## src/rtl/act_skew_feeder_pkg.sv

```systemverilog
// Shared definitions for the activation skew feeder: lane geometry and FSM encoding.
package act_skew_feeder_pkg;

    localparam int LANES  = 3;
    localparam int DATA_W = 8;
    localparam int ROW_W  = LANES * DATA_W;

    typedef enum logic [1:0] {
        ST_IDLE   = 2'd0,
        ST_STREAM = 2'd1,
        ST_FLUSH  = 2'd2,
        ST_DONE   = 2'd3
    } state_t;

endpackage

```

## src/rtl/act_skew_feeder_row_buf.sv

```systemverilog
// Activation row buffer: DEPTH x ROW_W register file, one write port and one
// combinational read port per lane, each returning that lane's byte of its row.
module act_row_buf
    import act_skew_feeder_pkg::*;
#(
    parameter int DEPTH = 8,
    parameter int AW    = (DEPTH > 1) ? $clog2(DEPTH) : 1
) (
    input  logic                          clk,
    input  logic                          i_we,
    input  logic [AW-1:0]                 i_waddr,
    input  logic [ROW_W-1:0]              i_wdata,
    input  logic [LANES-1:0][AW-1:0]      i_raddr,
    output logic [LANES-1:0][DATA_W-1:0]  o_rdata
);

    logic [ROW_W-1:0] r_mem [DEPTH];

    // NOTE: storage has no reset; reads are always qualified by the current
    // tile's row count, so stale rows from earlier tiles never reach a lane.
    always_ff @(posedge clk) begin
        if (i_we) begin
            r_mem[i_waddr] <= i_wdata;
        end
    end

    always_comb begin
        for (int k = 0; k < LANES; k++) begin
            o_rdata[k] = r_mem[i_raddr[k]][k*DATA_W +: DATA_W];
        end
    end

endmodule

```

## src/rtl/act_skew_feeder.sv

```systemverilog
// Buffers one tile of activation rows, then streams them diagonally skewed
// into a 3x3 PE array, followed by a zero flush and a one-cycle done pulse.
module act_skew_feeder
    import act_skew_feeder_pkg::*;
#(
    parameter int DEPTH = 8,
    parameter int FLUSH = 3
) (
    input  logic              clk,
    input  logic              rst,
    input  logic              s_valid,
    output logic              s_ready,
    input  logic [ROW_W-1:0]  s_data,
    input  logic              s_last,
    output logic [DATA_W-1:0] in1,
    output logic [DATA_W-1:0] in2,
    output logic [DATA_W-1:0] in3,
    output logic              en,
    output logic              busy,
    output logic              done
);

    localparam int AW = (DEPTH > 1) ? $clog2(DEPTH) : 1;
    localparam int CW = $clog2(DEPTH + 2);
    localparam int FW = (FLUSH > 1) ? $clog2(FLUSH) : 1;
    localparam logic [AW-1:0] LAST_PTR  = AW'(DEPTH - 1);
    localparam logic [FW-1:0] FLUSH_END = FW'(FLUSH - 1);

    state_t                         r_state;
    logic [AW-1:0]                  r_wr_ptr;
    logic [CW-1:0]                  r_rows;
    logic [CW-1:0]                  r_t;
    logic [FW-1:0]                  r_fcnt;
    logic [LANES-1:0][DATA_W-1:0]   r_lane;
    logic                           r_en;
    logic                           r_done;

    logic                           w_hs;
    logic                           w_we;
    logic                           w_take;
    logic [CW-1:0]                  w_t_next;
    logic [CW-1:0]                  w_rows_next;
    logic [CW-1:0]                  w_idx [LANES];
    logic [LANES-1:0]               w_ok;
    logic [LANES-1:0][AW-1:0]       w_raddr;
    logic [LANES-1:0][DATA_W-1:0]   w_rdata;
    logic [LANES-1:0][DATA_W-1:0]   w_lane_next;

    assign s_ready = (r_state == ST_IDLE);
    assign w_hs    = s_valid && s_ready;
    assign w_we    = w_hs && !rst;
    assign w_take  = w_hs && (s_last || r_wr_ptr == LAST_PTR);

    act_row_buf #(.DEPTH(DEPTH), .AW(AW)) u_row_buf (
        .clk     (clk),
        .i_we    (w_we),
        .i_waddr (r_wr_ptr),
        .i_wdata (s_data),
        .i_raddr (w_raddr),
        .o_rdata (w_rdata)
    );

    // Lane k shows row (t-k): the skew comes from read indices, not delay lines.
    always_comb begin
        w_t_next    = (r_state == ST_STREAM) ? r_t + CW'(1) : '0;
        w_rows_next = (r_state == ST_STREAM) ? r_rows : CW'(r_wr_ptr) + CW'(1);
        for (int k = 0; k < LANES; k++) begin
            w_idx[k]   = w_t_next - CW'(k);
            w_ok[k]    = (w_t_next >= CW'(k)) && (w_idx[k] < w_rows_next);
            w_raddr[k] = w_ok[k] ? AW'(w_idx[k]) : '0;
        end
    end

    // A single-row tile needs its row on the same edge that writes it.
    always_comb begin
        for (int k = 0; k < LANES; k++) begin
            if (!w_ok[k]) begin
                w_lane_next[k] = '0;
            end else if (w_we && w_raddr[k] == r_wr_ptr) begin
                w_lane_next[k] = s_data[k*DATA_W +: DATA_W];
            end else begin
                w_lane_next[k] = w_rdata[k];
            end
        end
    end

    // NOTE: all state and registered outputs update with non-blocking
    // assignments so every reader sees pre-edge values.
    always_ff @(posedge clk) begin
        if (rst) begin
            r_state  <= ST_IDLE;
            r_wr_ptr <= '0;
            r_rows   <= '0;
            r_t      <= '0;
            r_fcnt   <= '0;
            r_lane   <= '0;
            r_en     <= 1'b0;
            r_done   <= 1'b0;
        end else begin
            case (r_state)
                ST_IDLE: begin
                    if (w_take) begin
                        r_state <= ST_STREAM;
                        r_rows  <= w_rows_next;
                        r_t     <= '0;
                        r_lane  <= w_lane_next;
                        r_en    <= 1'b1;
                    end else if (w_hs) begin
                        r_wr_ptr <= r_wr_ptr + AW'(1);
                    end
                end
                ST_STREAM: begin
                    if (r_t == r_rows + CW'(1)) begin
                        r_state <= ST_FLUSH;
                        r_fcnt  <= '0;
                        r_lane  <= '0;
                    end else begin
                        r_t    <= w_t_next;
                        r_lane <= w_lane_next;
                    end
                end
                ST_FLUSH: begin
                    if (r_fcnt == FLUSH_END) begin
                        r_state <= ST_DONE;
                        r_en    <= 1'b0;
                        r_done  <= 1'b1;
                    end else begin
                        r_fcnt <= r_fcnt + FW'(1);
                    end
                end
                ST_DONE: begin
                    r_state  <= ST_IDLE;
                    r_done   <= 1'b0;
                    r_wr_ptr <= '0;
                    r_t      <= '0;
                end
                default: r_state <= ST_IDLE;
            endcase
        end
    end

    assign in1  = r_lane[0];
    assign in2  = r_lane[1];
    assign in3  = r_lane[2];
    assign en   = r_en;
    assign done = r_done;
    assign busy = (r_state == ST_STREAM) || (r_state == ST_FLUSH);

endmodule

```

## config.mk

```make
export PLATFORM = sky130hd
export DESIGN_NAME = act_skew_feeder
export DESIGN_NICKNAME = d
export VERILOG_FILES = /design/src/rtl/act_skew_feeder_pkg.sv /design/src/rtl/act_skew_feeder_row_buf.sv /design/src/rtl/act_skew_feeder.sv
export SDC_FILE = /design/constraint.sdc
export NUM_CORES = 1
export LEC_CHECK = 0
export BUFFER_PORTS_ARGS = -buffer_cell sky130_fd_sc_hd__buf_2
export CORE_UTILIZATION = 50
export CTS_BUF_LIST = sky130_fd_sc_hd__clkbuf_8 sky130_fd_sc_hd__clkbuf_16
export DETAILED_ROUTE_END_ITERATION = 16
export GPL_TIMING_DRIVEN = 0
export PLACE_DENSITY = 0.76
export RECOVER_POWER = 100
export SLEW_MARGIN = 40
export SYNTH_ARGS = -nofsm -noshare
export SYNTH_HDL_FRONTEND = slang
export SYNTH_HIERARCHICAL = 1
export SYNTH_SLANG_ARGS = --single-unit
```

## constraint.sdc

```tcl
create_clock -name clk -period 5.99 [get_ports clk]
set_clock_uncertainty 0.05 [all_clocks]
set_input_delay 0.599 -clock clk [delete_from_list [all_inputs] [get_ports clk]]
set_output_delay 0.599 -clock clk [all_outputs]
set_load 0.1 [all_outputs]
```

# After elaboration in Yosys (flattened, before gate mapping)
# Memory sizes are Yosys's and may differ from the RTL's.
# Cells that the tools add are included.
[op_classes] n_lt_le_gt_ge=6 n_reduce_logical=27 add_sub_neg=7 n_eq_ne=16 muxes=34
[ops] cell="$mux W24" n=2
[ops] cell="$mux W8" n=6
[ops] cell="$pmux W24 S2" n=1
[ops] cell="$mux W4" n=4
[ops] cell="$mux W3" n=5
[ops] cell="$reduce_and A3 Y1" n=5
[ops] cell="$lt A4 B4 Y1" n=3
[ops] cell="$pmux W4 S3" n=1
[ops] cell="$mux W2" n=5
[ops] cell="$reduce_bool A2 Y1" n=5
[ops] cell="$eq A3 B3 Y1" n=3
[ops] cell="$logic_and A1 B1 Y1" n=9
[ops] cell="$add A4 B1 Y4 const B" n=2
[ops] cell="$ge A4 B1 Y1 const B" n=2
[ops] cell="$ne A2 B2 Y1 const B" n=4
[ops] cell="$pmux W2 S4" n=1
[ops] cell="$eq A2 B2 Y1 const B" n=3
[ops] cell="$ne A2 B1 Y1 const B" n=3
[ops] cell="$pmux W3 S2" n=1
[ops] cell="$reduce_and A2 Y1" n=3
[ops] cell="$mux W1" n=5
[ops] cell="$add A3 B1 Y4 const B" n=1
[ops] cell="$eq A4 B4 Y1" n=1
[ops] cell="$ge A4 B2 Y1 const B" n=1
[ops] cell="other kinds (12)" n=14
[word_totals] input_bits=28 word_cells=101 output_inout_bits=28 regBits=41 ram_bits=192 mem_count=1
[mem_list] name="u_row_buf.r_mem" words=8 word_bits=24 read_ports=3 rd_ports_with_merged_regs=0 write_ports=1 line="act_skew_feeder_row_buf.sv:17" source="logic [ROW_W-1:0] r_mem [DEPTH];"

# Depth between registers and ports, before layout
# Gate-level depths: netlist of the first run.
[logic_depth] depth_word=12 ltp_mapped=18 depth_no_buf=15

# Modules after synthesis
# Netlist of the first run, hierarchy kept.
[modules_own_cells] mod="act_row_buf" n_inst=1 area_each_um2=7460.9 seq_area_each_um2=5765.5 cells_each=292
[modules_own_cells] mod="act_skew_feeder" n_inst=1 area_each_um2=2876.5 seq_area_each_um2=820.8 cells_each=344

# Worst setup path after synthesis of the first run
# No wires, ideal clock.
[synth_timing] path_kind="reg2reg" startpoint="register r_state[0]" endpoint="memory u_row_buf/r_mem[4][0] in the netlist's numbering, enable pin" slack_ns=1.877 setup_ns=0.435 n_path_buf=0 t_required_ns=5.505 period_less_slack_ns=4.113 stages_incl_launch_ff=7 arrival_time_ns=3.628 path_cell_list="dfxtp_1 -> inv_1 -> ha_1 -> nand2_1 -> nor2_1 -> nand2_1 -> nor3_1"
[synth_via] elab_chain_cells=5
[synth_lines] element="from (decl)" line="act_skew_feeder.sv:29" source="state_t r_state;"
[synth_lines] element="from (signal assigned)" line="act_skew_feeder.sv:91" source="r_state <= ST_IDLE;"
[synth_lines] element="from (signal assigned)" line="act_skew_feeder.sv:103" source="r_state <= ST_STREAM;"
[synth_lines] element="from (signal assigned)" line="act_skew_feeder.sv:114" source="r_state <= ST_FLUSH;"
[synth_lines] element="$logic_not A2 Y1" line="act_skew_feeder.sv:49" source="assign s_ready = (r_state == ST_IDLE);"
[synth_lines] element="net s_ready" line="act_skew_feeder.sv:12" source="output logic s_ready,"
[synth_lines] element="$logic_and A1 B1 Y1" line="act_skew_feeder.sv:50" source="assign w_hs = s_valid && s_ready;"
[synth_lines] element="$logic_and A1 B1 Y1" line="act_skew_feeder.sv:51" source="assign w_we = w_hs && !rst;"
[synth_lines] element="net w_we" line="act_skew_feeder.sv:39" source="logic w_we;"
[synth_lines] element="$mux W1" line="act_skew_feeder_row_buf.sv:22" source="if (i_we) begin"
[synth_lines] element="$mux W1 (not written as such)" line="act_skew_feeder_row_buf.sv:23" source="r_mem[i_waddr] <= i_wdata;"
[synth_lines] element="to (decl)" line="act_skew_feeder_row_buf.sv:17"
# The timed path passes the listed nets, and every way through them passes these cells.

==> impl_metrics.yaml, run 1 <==
outcome:
  outcome: "complete, but fails checks"
  violations: "capacitance limit, slew limit"
worst_setup_path:
  critical_path_buf_inv_count: 5
  critical-path-slowest-cell: "mux2i_1"
  slowest_delay_ns: 0.61
  timing.critical_path.arrival_ns: 5.62
  critical_path.cell_chain: "inv_1 -> ha_1 -> clkbuf_1 -> clkbuf_1 -> mux2i_1 -> ha_1 -> nand3_1 -> nor3b_1 -> a211oi_1 -> clkbuf_1 -> clkbuf_1 -> mux4_1 -> mux2_2 -> mux2i_1 -> o21ai_0"
  cp_endpoint_kind: "flop"
  critPathRequiredTime_ns: 6.30
  regToRegSetupSlack_ns: 0.69
  worst_path_most_repeated_cell: "clkbuf_1"
  worstPathMaxFanout: 10
  critical_path_class: "flop to flop"
  timing.critical_path.from_type: "flop"
  critPathTopFamily: "buffers and inverters"
synthesis:
  post_synth_num_cell_types: 64
  ys_async_sr_fraction_pct: 0
  synth_fp_nets: 685
  synth_sequential_area_ratio_pct: 63.7
  synth_cells: 636
  synth_edf_count: 192
  synth_flop_cell: "edfxtp_1"
  synth.ff_latch_count: 233
  yosys_warnings: 6
  avgSynthCellArea_um2: 16.3
  yosysTopAreaCell: "edfxtp_1"
  synth.area.top_cells: "edfxtp_1, mux4_1, dfxtp_1"
  synth.top_cell.area_share_pct: 55.8
  combined_area_of_all_synthesized_cells_um2: 10300
routing:
  drt.antenna.violating_nets: 0
  topRoutingLayerUsed: "met4"
  routed_via_density: 5.80
  wirelength_um: 22600
  num_vias: 5931
  routed_length_on_met2_um: 11500
  route.layer.met1.wl_um: 9260
  route.detailed.drc: 0
  drt-initial-drc-count: 394
  met3_wirelength_um: 1140
  drtPass1Iterations: 5
  dr_wl_cell_um: 22.1
clock_network:
  clock_net_sink_count: 233
  number_of_buffers_inserted_by_hold_repair_at_cts: 0
  max-clock-path-buffers: 3
  clock_tree_from_tritoncts: "done"
  clk_transition_reported_paths_ns: 0.06
  cts.repair.resized: 0
  cts-root-buf: "clkbuf_16"
  cts_max_level: 1
  num_cts_buffers: 24
  postCtsSetupBuffers: 0
  latest_clock_arrival_within_the_worst_skew_pair_ns: 0.53
place:
  final_weighted_congestion_in_routability_driven_placement: 0.911
  detailed_place.area_um2: 11200
  dp_hpwl_um: 15200
  placed_cells: 979
  placement.io_buffers: 55
pwr:
  seq_power_share_pct: 41.4
  design_power_total_uw: 4630
  vdd.ir_drop.worst_uv: 268
  power_switching_uw: 1450
  combinationalPowerShare_pct: 25.4
  internal_power_uw: 3180
  switching_share_pct: 31.2
  powerDensity_nw_per_um2: 394
  clockPowerShare_pct: 33.1
  power.static_leakage_uw: 0.00393
finish:
  n_antenna_cell: 0
  syn2layout_area_growth_pct: 13.5
  multi_input_comb_area_um2: 3470
  nNetsFinal: 784
  layout.area.seq_um2: 6590
  final_cells: 1022
  fillers: 1533
  fraction_of_final_layout_cells_sized_beyond_drive_strength_1_pct: 14.8
  postLayoutCellArea_um2: 11700
  layout.core_utilization_pct: 58.0
sta:
  worstMarginPinSlew_ns: 1.50
  min_period_ns: 5.30
  final_max_slew_viol_count: 1
  final_hold_vio_count: 0
  timing.fmax_ghz: 0.189
  timing.final.crit_share_pct: 88.5
  grt_setup_unrepaired: "false"
  slew-limit-headroom_pct: -0.237
  setup_total_negative_slack_ns: 0
  finalSetupViolCount: 0
hold_path:
  worstHoldPathType: "input pin to flop"
floorplanning:
  core_um2: 20200
  placementRows: 52
  floorplan.initialDensity_pct: 51.1
  die_width_um: 146
  ioPinCount: 56
  fp.dieArea_um2: 21300
  die-height_um: 146
global_route:
  grt_util_all_layers_pct: 21.7
  antenna_found_initial: 0
  grt_start_max_net_pins: 17
  number_of_global_route_vias_before_repair: 6214
  globalRoute.totalOverflow: 0
  grt_first_pass_wirelength_um: 35100
flow_run:
  max_cap_violations: 1
[through the flow]
stage / hold WS (ns) / setup WS, ns
finish: 0.395 / 0.687
global route: 0.406 / 0.453
CTS: 0.296 / 1.12
detailed placement: 0.390 / 1.15
global placement: 0.385 / 0.331
floorplan: 0.452 / 1.88
[state kept, by name (all words and copies together) (netlist names)]
signal / flops
r_t: 4
in2: 8
in3: 8
r_state: 2
in1: 8
r_rows: 4
r_wr_ptr: 3
u_row_buf/r_mem: 192
en: 1
done: 1
r_fcnt: 2
[worst paths after layout]
check,startpoint,depth (start not counted),endpoint
setup / recovery,r_state[1],15,in3[7]
hold / removal,s_data[3],1,u_row_buf/r_mem[2][3]
setup reg to reg,r_state[1],15,in3[7]
hold reg to reg,in3[5],2,in3[5]
[power by group through the flow]
stage | combinational [uW] | clock (uW) | sequential (uW)
6_report | 1180 | 1530 | 1920
3_5_place_dp | 1220 | 0 | 1950
2_1_floorplan | 776 | 0 | 2080
3_3_place_gp | 1150 | 0 | 1950
4_1_cts | 1220 | 1560 | 1920
5_1_grt | 1260 | 1620 | 1930
[worst register-to-register path, delay by kind of cell, from the launching register on]
| family | cells | cell delay, ns |
|---|---|---|
| mux | 4 | 1.54 |
| buf+inv | 5 | 1.89 |
| simple gates | 2 | 0.19 |
| fa+ha+maj | 2 | 0.64 |
| compound gates | 2 | 0.52 |
| flops | 1 | 0.34 |
[cells in the final DEF (no fill, tap or decap), types with 4 or more instances in the layout]
| cell type | count |
|---|---|
| ha_1 | 21 |
| clkbuf_1 | 85 |
| nand3_1 | 7 |
| mux4_1 | 41 |
| inv_1 | 10 |
| o211ai_2 | 4 |
| a21oi_1 | 12 |
| nand2_1 | 51 |
| xnor2_1 | 7 |
| buf_2 | 6 |
| mux4_2 | 7 |
| a211oi_1 | 5 |
| buf_6 | 4 |
| clkbuf_16 | 24 |
| mux2_2 | 24 |
| nand4_1 | 10 |
| edfxtp_1 | 192 |
| mux2i_1 | 23 |
| xor2_1 | 4 |
| nor2_1 | 45 |
| or2_2 | 4 |
| o211ai_1 | 5 |
| dfxtp_1 | 41 |
| nand2b_1 | 10 |
| o21ai_0 | 22 |
| nor2b_1 | 5 |
| nor3_1 | 6 |
[layout make-up]
cell class / instances / area share, %
sequential: 233 / 56.1
multi-input combinational: 363 / 29.6
clock buffer: 27 / 5.47
tap: 270 / 2.88
timing repair buffer: 73 / 2.37
buffer: 29 / 1.64
clock inverter: 16 / 1.59
inverter: 11 / 0.352
[cells in the mapped netlist, types with 4 or more instances]
| cell | number |
|---|---|
| a21oi_1 | 12 |
| or2_2 | 4 |
| mux2i_1 | 23 |
| buf_2 | 5 |
| nor3_1 | 7 |
| mux4_2 | 7 |
| o21ai_0 | 15 |
| dfxtp_1 | 41 |
| o21ai_1 | 8 |
| mux4_1 | 41 |
| inv_1 | 10 |
| clkbuf_1 | 12 |
| a211oi_1 | 5 |
| mux2_2 | 24 |
| ha_1 | 21 |
| nor2b_1 | 5 |
| buf_6 | 4 |
| xor2_1 | 4 |
| o211ai_2 | 8 |
| nand3_1 | 7 |
| nand2_1 | 51 |
| nor2_1 | 45 |
| edfxtp_1 | 192 |
| xnor2_1 | 7 |
| nand4_1 | 10 |
| nand2b_1 | 10 |
[routing by layer]
| layer | track usage, % | vias up |
|---|---|---|
| met2 | 37.1 | 197 |
| li1 | - | 2716 |
| met3 | 4.01 | 42 |
| met4 | 9.11 | 0 |
| met1 | 27.2 | 2976 |
| met5 | 0 | - |
[logic make-up after synthesis]
logic type,after synthesis,synth area share (%)
xor gates and xnor gates,13,1.25
and+or+nand+nor,156,7.15
adders and majority gates,21,2.54
AOI/OAI and AO/OA,77,5.96
buffers and inverters,40,2.38
DFF,233,63.7
muxes,96,17.0
Power figures use the tool's default switching activity.
==> run 2: changes to the inputs <==
Settings changed: ABC_AREA set to 1.
==> impl_metrics.yaml, run 2 <==
synthesis:
  combined_area_of_all_synthesized_cells_um2: 11600
  post-synth-top-count-cell: "nand2_1"
  yosysTopAreaCell: "edfxtp_1"
  synth_flop_cell: "edfxtp_1"
  post_synth_num_cell_types: 39
  synth_edf_count: 192
  synth.ff_latch_count: 233
  synth.cells.most_frequent: "nand2_1, inv_1, edfxtp_1"
  synth_fp_nets: 1337
  ys_async_sr_fraction_pct: 0
  yosys_warnings: 6
  avgSynthCellArea_um2: 9.01
  synth.area.top_cells: "edfxtp_1, nand2_1, inv_1"
  synth_cells: 1288
  synth.top_cell.area_share_pct: 49.7
  synth_sequential_area_ratio_pct: 56.8
worst_setup_path:
  cp_endpoint_kind: "flop"
  regToRegSetupSlack_ns: 1.60
  worst-r2r-cell-count: 24
  timing.critical_path.from_type: "flop"
  critical_path_class: "flop to flop"
  worstPathMaxFanout: 10
  critPathRequiredTime_ns: 6.39
  timing.critical_path.arrival_ns: 4.79
clock_network:
  postCtsSetupBuffers: 0
  cts.repair.resized: 0
  number_of_buffers_inserted_by_hold_repair_at_cts: 0
  latest_clock_arrival_within_the_worst_skew_pair_ns: 0.53
  clk_transition_reported_paths_ns: 0.06
  clock_net_sink_count: 233
  cts_max_level: 1
  max-clock-path-buffers: 3
  clock_tree_from_tritoncts: "done"
  cts-root-buf: "clkbuf_16"
  num_cts_buffers: 25
routing:
  num_vias: 8716
  wirelength_um: 27600
  drt-initial-drc-count: 579
  dr_wl_cell_um: 16.4
  drt.antenna.violating_nets: 0
  route.detailed.drc: 0
  drtPass1Iterations: 4
  routed_via_density: 5.18
outcome:
  violations: "capacitance limit, slew limit"
  outcome: "complete, but fails checks"
finish:
  final_common_cell: "nand2_1"
  n_antenna_cell: 0
  largest_register_ff_count: 192
  leading_cell_types_in_the_layout_fill_and_taps_excluded: "nand2_1, inv_1, edfxtp_1, nand3_1, clkbuf_1"
  multi_input_comb_area_um2: 3540
  fraction_of_final_layout_cells_sized_beyond_drive_strength_1_pct: 9.94
  syn2layout_area_growth_pct: 12.2
  layout.area.seq_um2: 6590
  fillers: 1953
  regMostFlops: "u_row_buf/r_mem"
  nNetsFinal: 1428
  postLayoutCellArea_um2: 13000
sta:
  slew-limit-headroom_pct: -30.4
  holdWs_ns: 0.385
  min_period_ns: 4.39
  timing.fmax_ghz: 0.228
  worstMarginPinSlew_ns: 1.95
  final_max_slew_viol_count: 45
  timing.final.crit_share_pct: 73.4
  timing.final.ws_setup_ns: 1.60
  final_hold_vio_count: 0
  finalSetupViolCount: 0
  setup_total_negative_slack_ns: 0
  grt_setup_unrepaired: "false"
global_route:
  grt_util_all_layers_pct: 23.4
  grt_first_pass_wirelength_um: 43000
  globalRoute.totalOverflow: 0
  antenna_found_initial: 1
  number_of_global_route_vias_before_repair: 8247
  grt_start_max_net_pins: 16
floorplanning:
  die-height_um: 154
  die_width_um: 154
  floorplan.initialDensity_pct: 51.1
  placementRows: 55
  fp.dieArea_um2: 23800
  core_um2: 22700
  ioPinCount: 56
place:
  place_worst_setup_slack_ns: 2.34
  final_weighted_congestion_in_routability_driven_placement: 0.848
  placement.io_buffers: 54
  detailed_place.area_um2: 12500
  dp_hpwl_um: 18100
flow_run:
  max_cap_violations: 3
pwr:
  powerDensity_nw_per_um2: 397
  power.static_leakage_uw: 0.00591
  vdd.ir_drop.worst_uv: 269
hold_path:
  worstHoldPathType: "input pin to flop"
  worstHoldPathCells: 1
-- run 2: layout make-up --
type | count | share of cell area, %
buffer | 40 | 2.47
clock inverter | 21 | 1.79
inverter | 292 | 8.54
tap | 285 | 2.74
timing repair buffer | 64 | 1.86
sequential | 233 | 50.6
multi-input combinational | 723 | 27.2
clock buffer | 25 | 4.81
-- run 2: cell families (layout without fill, tap and decap cells) --
logic type | count (synthesis) | in the layout | synth area share [%]
AND/OR/NAND/NOR | 624 | 624 | 24.4
buffers and inverters | 332 | 442 | 12.5
flip-flops | 233 | 233 | 56.8
AO/OA/AOI/OAI | 68 | 68 | 3.22
adder cells (fa/ha/maj) | 21 | 21 | 2.26
XOR/XNOR | 9 | 9 | 0.744
multiplexers | 1 | 1 | 0.0863
-- run 2: metrics by stage --
stage	util (%)	power, uW	std cells
floorplan	-	3210	1288
global placement	53.9	3540	1627
detailed placement	55.0	3620	1637
CTS	58.8	5220	1683
global route	57.3	5410	1683
finish	57.3	5160	1683
-- run 2: power by group --
group / internal (uW) / switching (uW) / leakage [uW]
registers: 1880 / 70.4 / 0.00207
clock network: 977 / 629 / 0.000432
logic: 449 / 1160 / 0.00341
-- run 2: per-layer routing --
layer / wire [um] / track usage (%) / vias up
met2: 13400 / 40.8 / 358
met4: 808 / 8.53 / 2
met3: 2200 / 3.47 / 63
li1: - / - / 4220
met5: 13 / 0 / -
met1: 11300 / 29.7 / 4073
-- run 2: path summary, 6_finish.rpt --
kind / startpoint / to
worst max-delay path: r_state[1] / in2[2]
worst min-delay path: s_data[18] / u_row_buf/r_mem[3][18]
worst max register to register: r_state[1] / in2[2]
worst min register to register: in2[6] / in2[6]
-- run 2: worst max-delay path, cell delays in order, from the launching register on --
cell	delay, ns
dfxtp_1	0.36
inv_1	0.08
ha_1	0.20
buf_6	0.16
nand2_1	0.27
inv_1	0.16
nor2_1	0.35
nand2_1	0.11
xor2_1	0.16
ha_1	0.29
a21oi_1	0.17
nand2_2	0.08
nor2_1	0.35
nand2_2	0.11
inv_1	0.10
buf_6	0.14
clkbuf_1	0.45
nand3_1	0.18
nand2_1	0.10
nand2_1	0.05
nand2_1	0.08
inv_1	0.05
nand2_1	0.06
nand3_1	0.07
a21oi_1	0.14
